$ cat src/rtl/digimax_mixer.sv
// DigiMax back-end: snapshots four 8-bit DACs per tick, mixes to stereo, IIR low-pass, fade gain.
// Latency 3 clk tick-to-valid; no backpressure, a tick while busy is dropped and flagged in overrun.
module digimax_mixer #(
  parameter int FILT_SHIFT = 2,
  parameter int GAIN_MAX   = 16
) (
  input  logic        clk,
  input  logic        reset_n,
  input  logic        ce_sample,
  input  logic        enable,
  input  logic [7:0]  dac_0,
  input  logic [7:0]  dac_1,
  input  logic [7:0]  dac_2,
  input  logic [7:0]  dac_3,
  output logic [15:0] out_l,
  output logic [15:0] out_r,
  output logic        sample_valid,
  output logic        active,
  output logic        overrun
);

  typedef enum logic [1:0] {S_IDLE, S_CAPT, S_FILT, S_OUT} state_t;

  state_t              r_state;
  logic [7:0]          r_dac0, r_dac1, r_dac2, r_dac3;
  logic signed [16:0]  r_xl, r_xr, r_yl, r_yr;
  logic [4:0]          r_gain;
  logic [15:0]         r_out_l, r_out_r;
  logic                r_valid, r_active, r_overrun;

  logic signed [8:0]   w_s0, w_s1, w_s2, w_s3;
  logic signed [9:0]   w_sum_l, w_sum_r;
  logic signed [16:0]  w_xl, w_xr, w_dl, w_dr, w_yl_nxt, w_yr_nxt;
  logic [4:0]          w_gain_nxt;
  logic signed [22:0]  w_pl, w_pr;

  // Offset-binary to two's complement: 0x80 maps to 0.
  assign w_s0 = $signed({1'b0, r_dac0} - 9'd128);
  assign w_s1 = $signed({1'b0, r_dac1} - 9'd128);
  assign w_s2 = $signed({1'b0, r_dac2} - 9'd128);
  assign w_s3 = $signed({1'b0, r_dac3} - 9'd128);

  assign w_sum_l = {w_s0[8], w_s0} + {w_s2[8], w_s2};
  assign w_sum_r = {w_s1[8], w_s1} + {w_s3[8], w_s3};
  assign w_xl    = {w_sum_l[9], w_sum_l, 6'b0};
  assign w_xr    = {w_sum_r[9], w_sum_r, 6'b0};

  assign w_dl     = r_xl - r_yl;
  assign w_dr     = r_xr - r_yr;
  assign w_yl_nxt = r_yl + (w_dl >>> FILT_SHIFT);
  assign w_yr_nxt = r_yr + (w_dr >>> FILT_SHIFT);

  always_comb begin
    w_gain_nxt = r_gain;
    if (enable && (r_gain < 5'(GAIN_MAX)))
      w_gain_nxt = r_gain + 5'd1;
    else if (!enable && (r_gain != 5'd0))
      w_gain_nxt = r_gain - 5'd1;
  end

  // Gain is at most 16, so the scaled product never exceeds the 16-bit range.
  assign w_pl = $signed({{6{r_yl[16]}}, r_yl}) * $signed({18'b0, r_gain});
  assign w_pr = $signed({{6{r_yr[16]}}, r_yr}) * $signed({18'b0, r_gain});

  always_ff @(posedge clk or negedge reset_n) begin
    if (!reset_n) begin
      r_state   <= S_IDLE;
      r_dac0    <= '0;
      r_dac1    <= '0;
      r_dac2    <= '0;
      r_dac3    <= '0;
      r_xl      <= '0;
      r_xr      <= '0;
      r_yl      <= '0;
      r_yr      <= '0;
      r_gain    <= '0;
      r_out_l   <= '0;
      r_out_r   <= '0;
      r_valid   <= 1'b0;
      r_active  <= 1'b0;
      r_overrun <= 1'b0;
    end else begin
      r_valid <= 1'b0;
      if (ce_sample && (r_state != S_IDLE))
        r_overrun <= 1'b1;
      case (r_state)
        S_IDLE: begin
          if (ce_sample) begin
            r_dac0  <= dac_0;
            r_dac1  <= dac_1;
            r_dac2  <= dac_2;
            r_dac3  <= dac_3;
            r_state <= S_CAPT;
          end
        end
        S_CAPT: begin
          r_xl    <= w_xl;
          r_xr    <= w_xr;
          r_state <= S_FILT;
        end
        S_FILT: begin
          r_yl     <= w_yl_nxt;
          r_yr     <= w_yr_nxt;
          r_gain   <= w_gain_nxt;
          r_active <= (w_gain_nxt != 5'd0);
          r_state  <= S_OUT;
        end
        S_OUT: begin
          r_out_l <= 16'(w_pl >>> 4);
          r_out_r <= 16'(w_pr >>> 4);
          r_valid <= 1'b1;
          r_state <= S_IDLE;
        end
        default: r_state <= S_IDLE;
      endcase
    end
  end

  assign out_l        = r_out_l;
  assign out_r        = r_out_r;
  assign sample_valid = r_valid;
  assign active       = r_active;
  assign overrun      = r_overrun;

endmodule

$ cat config.mk
export PLATFORM = sky130hd
export DESIGN_NAME = digimax_mixer
export DESIGN_NICKNAME = d
export VERILOG_FILES = /design/src/rtl/digimax_mixer.sv
export SDC_FILE = /design/constraint.sdc
export NUM_CORES = 1
export LEC_CHECK = 0
export CAP_MARGIN = 0
export CORE_MARGIN = 1
export CORE_UTILIZATION = 60
export DETAILED_ROUTE_END_ITERATION = 8
export GPL_ROUTABILITY_DRIVEN = 0
export PLACE_DENSITY = 0.79
export SYNTH_ARGS = -nofsm -noshare
export SYNTH_HDL_FRONTEND = slang
export SYNTH_SLANG_ARGS = --single-unit
$ cat constraint.sdc
create_clock -name clk -period 9.4 [get_ports clk]
set_clock_uncertainty 0.1 [all_clocks]
set_input_delay 1.88 -clock clk [delete_from_list [all_inputs] [get_ports clk]]
set_output_delay 1.88 -clock clk [all_outputs]
set_load 0.005 [all_outputs]
==> reports/results.txt, run 1 <==
fin crit period: 5680 ps
share of post-route cells with drive strength above 1: 9.25%
total grt overflow: 0
post-synthesis sequential area ratio: 24.3%
crit-path max FO: 24
CP peak stage delay: 700 ps
Slew @ Worst Pin: 962 ps
Crit. End Element: register
Yosys warning total: 0
dpl ws: 3760 ps
CTS Sinks: 128
CTS tree: built
Crit-path slowest cell: inv_1
TNS Setup: 0 ps
clock latency on the worst-skew pair: 430 ps
Synth Cell Area: 13200 um^2
syn_area_per_cell: 9.20 um^2
Synth Instances: 1434
core area: 21300 um^2
final core occ: 68.9%
HP Class: reg -> reg
post-CTS resize count: 0
Slew Viols, Final: 0
Tot GR Track Use: 25.7%
CTS root buf: clkbuf_16
reg-to-reg critical path startpoint: r_gain[1]
I/O Buffers: 70
CTS H-tree depth: 4
critical path, cell by cell: inv_1, nor2_1, fa_1, inv_1, fa_1, fa_1, inv_1, ha_1, nor2b_1, o21ai_1, a21oi_1, o31ai_1, a2111oi_0, o21ai_0, a21boi_0, or3_1, a31o_2
ANT cells: 0
area delta synth->final: 11.2%
worst min-delay path startpoint: overrun
starting density of the core: 62.0%
final wirelength: 26700 um
Max-cap violations: 0
worst setup margin: 3720 ps
DR iter-0 viols: 538
io pins: 71
clk buf depth: 2
critical path data arrival time: 5900 ps
initial antenna violation count: 1
# hold bufs at CTS: 0
DRC viols: 0
number of enable flip-flop cells after synthesis: 0
final hold violations: 0
RSZ-0062 raised after global routing: no
asr flop ratio synth: 100%
Placed Cells: 1735
Distinct cells, synth: 62
Initial DRT Pass Iterations: 5
Non-Filler Instances: 1767
DIE AREA: 22600 um^2
syn nets: 1708
CP required: 9610 ps
Relative slew margins: 35.8%
crit path kind: reg -> reg
crit path launch type: register
vias post-DR: 9799
Die Wd: 150 um
Filler Cells Inserted: 1567
Worst-path clk slew: 60 ps
vias in the first global route: 9722
Seq cells post-synth: 128
Storage cell area: 3200 um^2
antenna viol nets, final: 0
fin nets: 1753
row cnt: 53
DP HPWL: 20700 um
first-pass GRT wire length: 46100 um
outcome: complete, no violations
f_max: 176 MHz
vias per cell: 5.55
Setup violations, final: 0
pin count of the biggest net entering global routing: 51
multi-input logic area: 9000 um^2
post-CTS setup buffers: 0
Die Ht: 150 um
CP Launch Point: r_gain[1]
Most used DFF post-synth: dfrtp_1
final clock period utilization by the worst path: 60.4%
Num CTS Buffers: 17
routed length per instance: 15.1 um
==> flip-flops by register name, indices dropped and copies added (netlist names) <==
name,flops
active,1
out_l,16
out_r,16
overrun,1
r_dac0,8
r_dac1,8
r_dac2,8
r_dac3,8
r_gain,5
r_state,2
r_xl,10
r_xr,10
r_yl,17
r_yr,17
sample_valid,1
==> final cells by class <==
class / count / area share (%)
multi-input cells: 1046 / 61.3
flip-flops and latches: 128 / 21.8
inverters: 210 / 5.38
repair buffers: 76 / 5.07
clock buffers: 21 / 3.07
well taps: 275 / 2.35
clock inverters: 11 / 0.947
==> worst max-delay path, delay by kind of cell, from the launching register on <==
kind                       cells  cell delay, ps
buffers and inverters          3             790
adders and majority gates      4            1870
DFF                            1             540
AOI/OAI and AO/OA              7            1640
and+or+nand+nor                3             630
==> metrics by stage <==
step | instance area (um^2) | hold slack, ps
2_1_floorplan | 13200 | 351
3_3_place_gp | 14100 | 354
3_5_place_dp | 14100 | 353
4_1_cts | 14700 | 375
5_1_grt | 14700 | 395
6_report | 14700 | 371
==> placed cells by master (no fill, tap or decap), drive strengths merged, types with 10 or more instances in the layout <==
cell and count:
fa 98, a21o 22, nand3 16, clkdlybuf4s50 69
o21a 10, xor2 34, a21oi 84, o21bai 17
nor3 25, or3 10, mux2 75, nor2 126
nor2b 12, o21ai 49, dfrtp 128, inv 209
xnor2 70, and2 82, nand2 78, ha 140
clkbuf 21
==> metal layers <==
metal	global-route usage, %	part of all wire [%]
met1	36.8	48
met2	40.8	45
met3	3.55	5.1
met4	6.57	1.8
met5	0	0.064
==> synth_stat cells (10+ instances only) <==
library cell	instances	area (um^2)
o21bai_1	17	128
a21o_1	22	165
fa_1	98	1960
mux2_2	75	845
clkbuf_1	34	128
o21a_1	10	75.1
nand2_1	78	293
a21oi_1	79	395
dfrtp_1	128	3200
or3_1	10	62.6
nand3_1	16	80.1
xor2_1	34	298
and2_1	82	513
inv_1	209	785
buf_1	11	41.3
nor3_1	25	125
ha_1	140	1750
o21ai_0	46	230
nor2b_1	12	75.1
xnor2_1	70	613
nor2_1	126	473
==> worst paths after layout <==
path | cells after the start | slack, ps | to
worst max-delay path | 17 | 3720 | out_r[13]
worst min-delay path | 1 | 370 | overrun
worst max register to register | 17 | 3720 | out_r[13]
worst min register to register | 1 | 370 | overrun
max in group asynchronous | 2 | 6890 | out_l[6]
min in group asynchronous | 1 | 1320 | r_dac3[1]
==> cell families (layout without fill, tap and decap cells) <==
group / after synthesis / count (layout) / share of synthesized area [%]
mux: 82 / 82 / 6.93
compound gates: 247 / 247 / 12.4
buf+inv: 260 / 318 / 7.54
xor+xnor: 104 / 104 / 6.91
simple gates: 375 / 375 / 13.8
fa+ha+maj: 238 / 238 / 28.2
flops: 128 / 128 / 24.3
Power of run 1 is left out: the tool's default activity adds up to more than one toggle a clock period on the data nets, which glitch-free logic cannot reach.
==> run 2, diff against run 1 <==
==> constraint.sdc (replaced) <==
create_clock -name clk -period 5.95 [get_ports clk]
set_clock_uncertainty 0.1 [all_clocks]
set_input_delay 1.19 -clock clk [delete_from_list [all_inputs] [get_ports clk]]
set_output_delay 1.19 -clock clk [all_outputs]
set_load 0.005 [all_outputs]
==> run 2 against run 1 <==
  * Worst setup slack got worse by 3100 ps
  * Die area unchanged
  * Clock-buffer cell count increased by 1
==> reports/results.txt, run 2 (synthesis gave the netlist of run 1 again) <==
Worst-path clk slew: 60 ps (about the same)
final clock period utilization by the worst path: 89.2% (+29 points)
CP Launch Point: r_gain[1]
post-CTS setup buffers: 0 (unchanged)
f_max: 188 MHz (+7.0%)
fin crit period: 5310 ps (-374 ps)
clk buf depth: 2 (unchanged)
row cnt: 53 (unchanged)
Initial DRT Pass Iterations: 5 (unchanged)
crit path kind: reg -> reg
worst path buffer plus inverter count: 2 (-1)
metal2 WL: 11800 um (-2.0%)
leading cell type in the layout, fill and taps excluded: inv_1
I/O Buffers: 70 (unchanged)
Slew @ Worst Pin: 1230 ps (+265 ps)
Max-cap violations: 0 (unchanged)
biggest regs: r_yl x17, r_yr x17
M1 wire length: 12900 um (+0.56%)
Relative slew margins: 17.9% (-18 points)
Worst path top cell family by delay: adder cells
Tot GR Track Use: 25.1% (-0.58 points)
CTS root buf: clkbuf_16
Crit-path slowest cell: dfrtp_1
share of post-route cells with drive strength above 1: 9.19% (-0.055 points)
met3 WL: 1220 um (-10%)
# hold bufs at CTS: 0 (unchanged)
clock latency on the worst-skew pair: 420 ps (about the same)
TNS Setup: 0 ps (unchanged)
CTS H-tree depth: 4 (unchanged)
CTS Sinks: 128 (unchanged)
reg-to-reg endpoint: out_r[15]
first-pass GRT wire length: 45000 um (-2.3%)
Num CTS Buffers: 17 (unchanged)
starting density of the core: 62.0% (unchanged)
RSZ-0062 raised after global routing: no
critical path data arrival time: 5520 ps (-380 ps)
hold depth: 2 (+1)
fin nets: 1754 (+0.057%)
critical path, cell by cell: inv_1, buf_4, nor2_1, fa_1, ha_1, ha_1, nand2_1, or3_1, fa_1, nor2b_1, o21ai_1, a21oi_1, o31ai_1, a2111oi_0, o21ai_0, o21ai_0, xnor2_1, mux2_2
DP HPWL: 20500 um (-1.2%)
crit path launch type: register
reg-to-reg critical path startpoint: r_gain[1]
commonest non-fill, non-tap cells in the layout: inv_1 (209), ha_1 (138), dfrtp_1 (128)
HP Class: reg -> reg
outcome: complete, no violations
core area: 21300 um^2 (unchanged)
Worst path depth: 18 (+1)
Crit. End Element: register
DIE AREA: 22600 um^2 (unchanged)
CP required: 6160 ps (-3450 ps)
total grt overflow: 0 (unchanged)
top sig layer: met5
Die Ht: 150 um (unchanged)
r2r setup slk: 640 ps (-3080 ps)
DRC viols: 0 (unchanged)
hold worst-path end: out_r[3]
area delta synth->final: 10.8%
multi-input logic area: 9000 um^2 (unchanged)
antenna viol nets, final: 0 (unchanged)
post-CTS resize count: 0 (unchanged)
vias post-DR: 9734 (-0.66%)
initial antenna violation count: 1 (unchanged)
final wirelength: 26300 um (-1.6%)
worst min-delay path startpoint: out_r[3]
pin count of the biggest net entering global routing: 70 (+37%)
crit-path max FO: 23 (-4.2%)
vias in the first global route: 9505 (-2.2%)
CP peak stage delay: 660 ps (-40 ps)
Setup violations, final: 0 (unchanged)
Filler Cells Inserted: 1589 (+1.4%)
Slew Viols, Final: 0 (unchanged)
Die Wd: 150 um (unchanged)
ANT cells: 0 (unchanged)
Storage cell area: 3200 um^2 (unchanged)
io pins: 71 (unchanged)
routed length per instance: 14.9 um (-1.4%)
DR iter-0 viols: 628 (+17%)
final hold violations: 0 (unchanged)
vias per cell: 5.52 (-0.55%)
CTS tree: built
r2r worst-path depth: 18 (+1)
-- run 2: cell count changes in the layout (fill, tap and decap cells not counted), sizes merged --
cell      before  now
clkbuf        21   22
bufinv         3    1
clkinv         7    6
buf            7    8
clkinvlp       2    1
-- run 2: worst register-to-register path, stage by stage (launching register included) --
cell,delay [ps]
dfrtp_1,660
inv_1,110
buf_4,250
nor2_1,180
fa_1,460
ha_1,330
ha_1,280
nand2_1,80
or3_1,370
fa_1,410
nor2b_1,140
o21ai_1,80
a21oi_1,240
o31ai_1,160
a2111oi_0,490
o21ai_0,250
o21ai_0,250
xnor2_1,100
mux2_2,260
-- run 2: worst max path at each step --
stage,endpoint,slack [ps]
2_1_floorplan,out_r[15],1240
3_3_place_gp,out_l[14],930
3_5_place_dp,out_r[15],750
4_1_cts,out_r[15],720
5_1_grt,out_r[13],340
6_report,out_r[15],640
-- run 2: stage by stage --
step / instances / util [%] / hold WS, ps / worst slack [ps] / instance area [um^2]
floorplan: 1434 / - / 351 / 1240 / 13200
global placement: 1736 / 66.2 / 367 / 933 / 14100
detailed placement: 1736 / 66.2 / 373 / 755 / 14100
CTS: 1765 / 68.7 / 387 / 723 / 14600
global route: 1765 / 68.7 / 421 / 345 / 14600
finish: 1765 / 68.7 / 379 / 641 / 14600
-- run 2: layout make-up --
type / count / area share [%]
clock buffer: 22 / 3.24
tap: 275 / 2.35
inverter: 210 / 5.39
multi-input combinational: 1046 / 61.5
timing repair buffer: 77 / 5.14
sequential: 128 / 21.9
clock inverter: 7 / 0.428
-- run 2: routing by layer --
layer	global-route usage, %	up-vias
li1	-	4823
met1	35.8	4622
met2	39.6	257
met3	3.88	30
met4	6.92	2
met5	0	-
Power of run 2 is left out for the same reason.
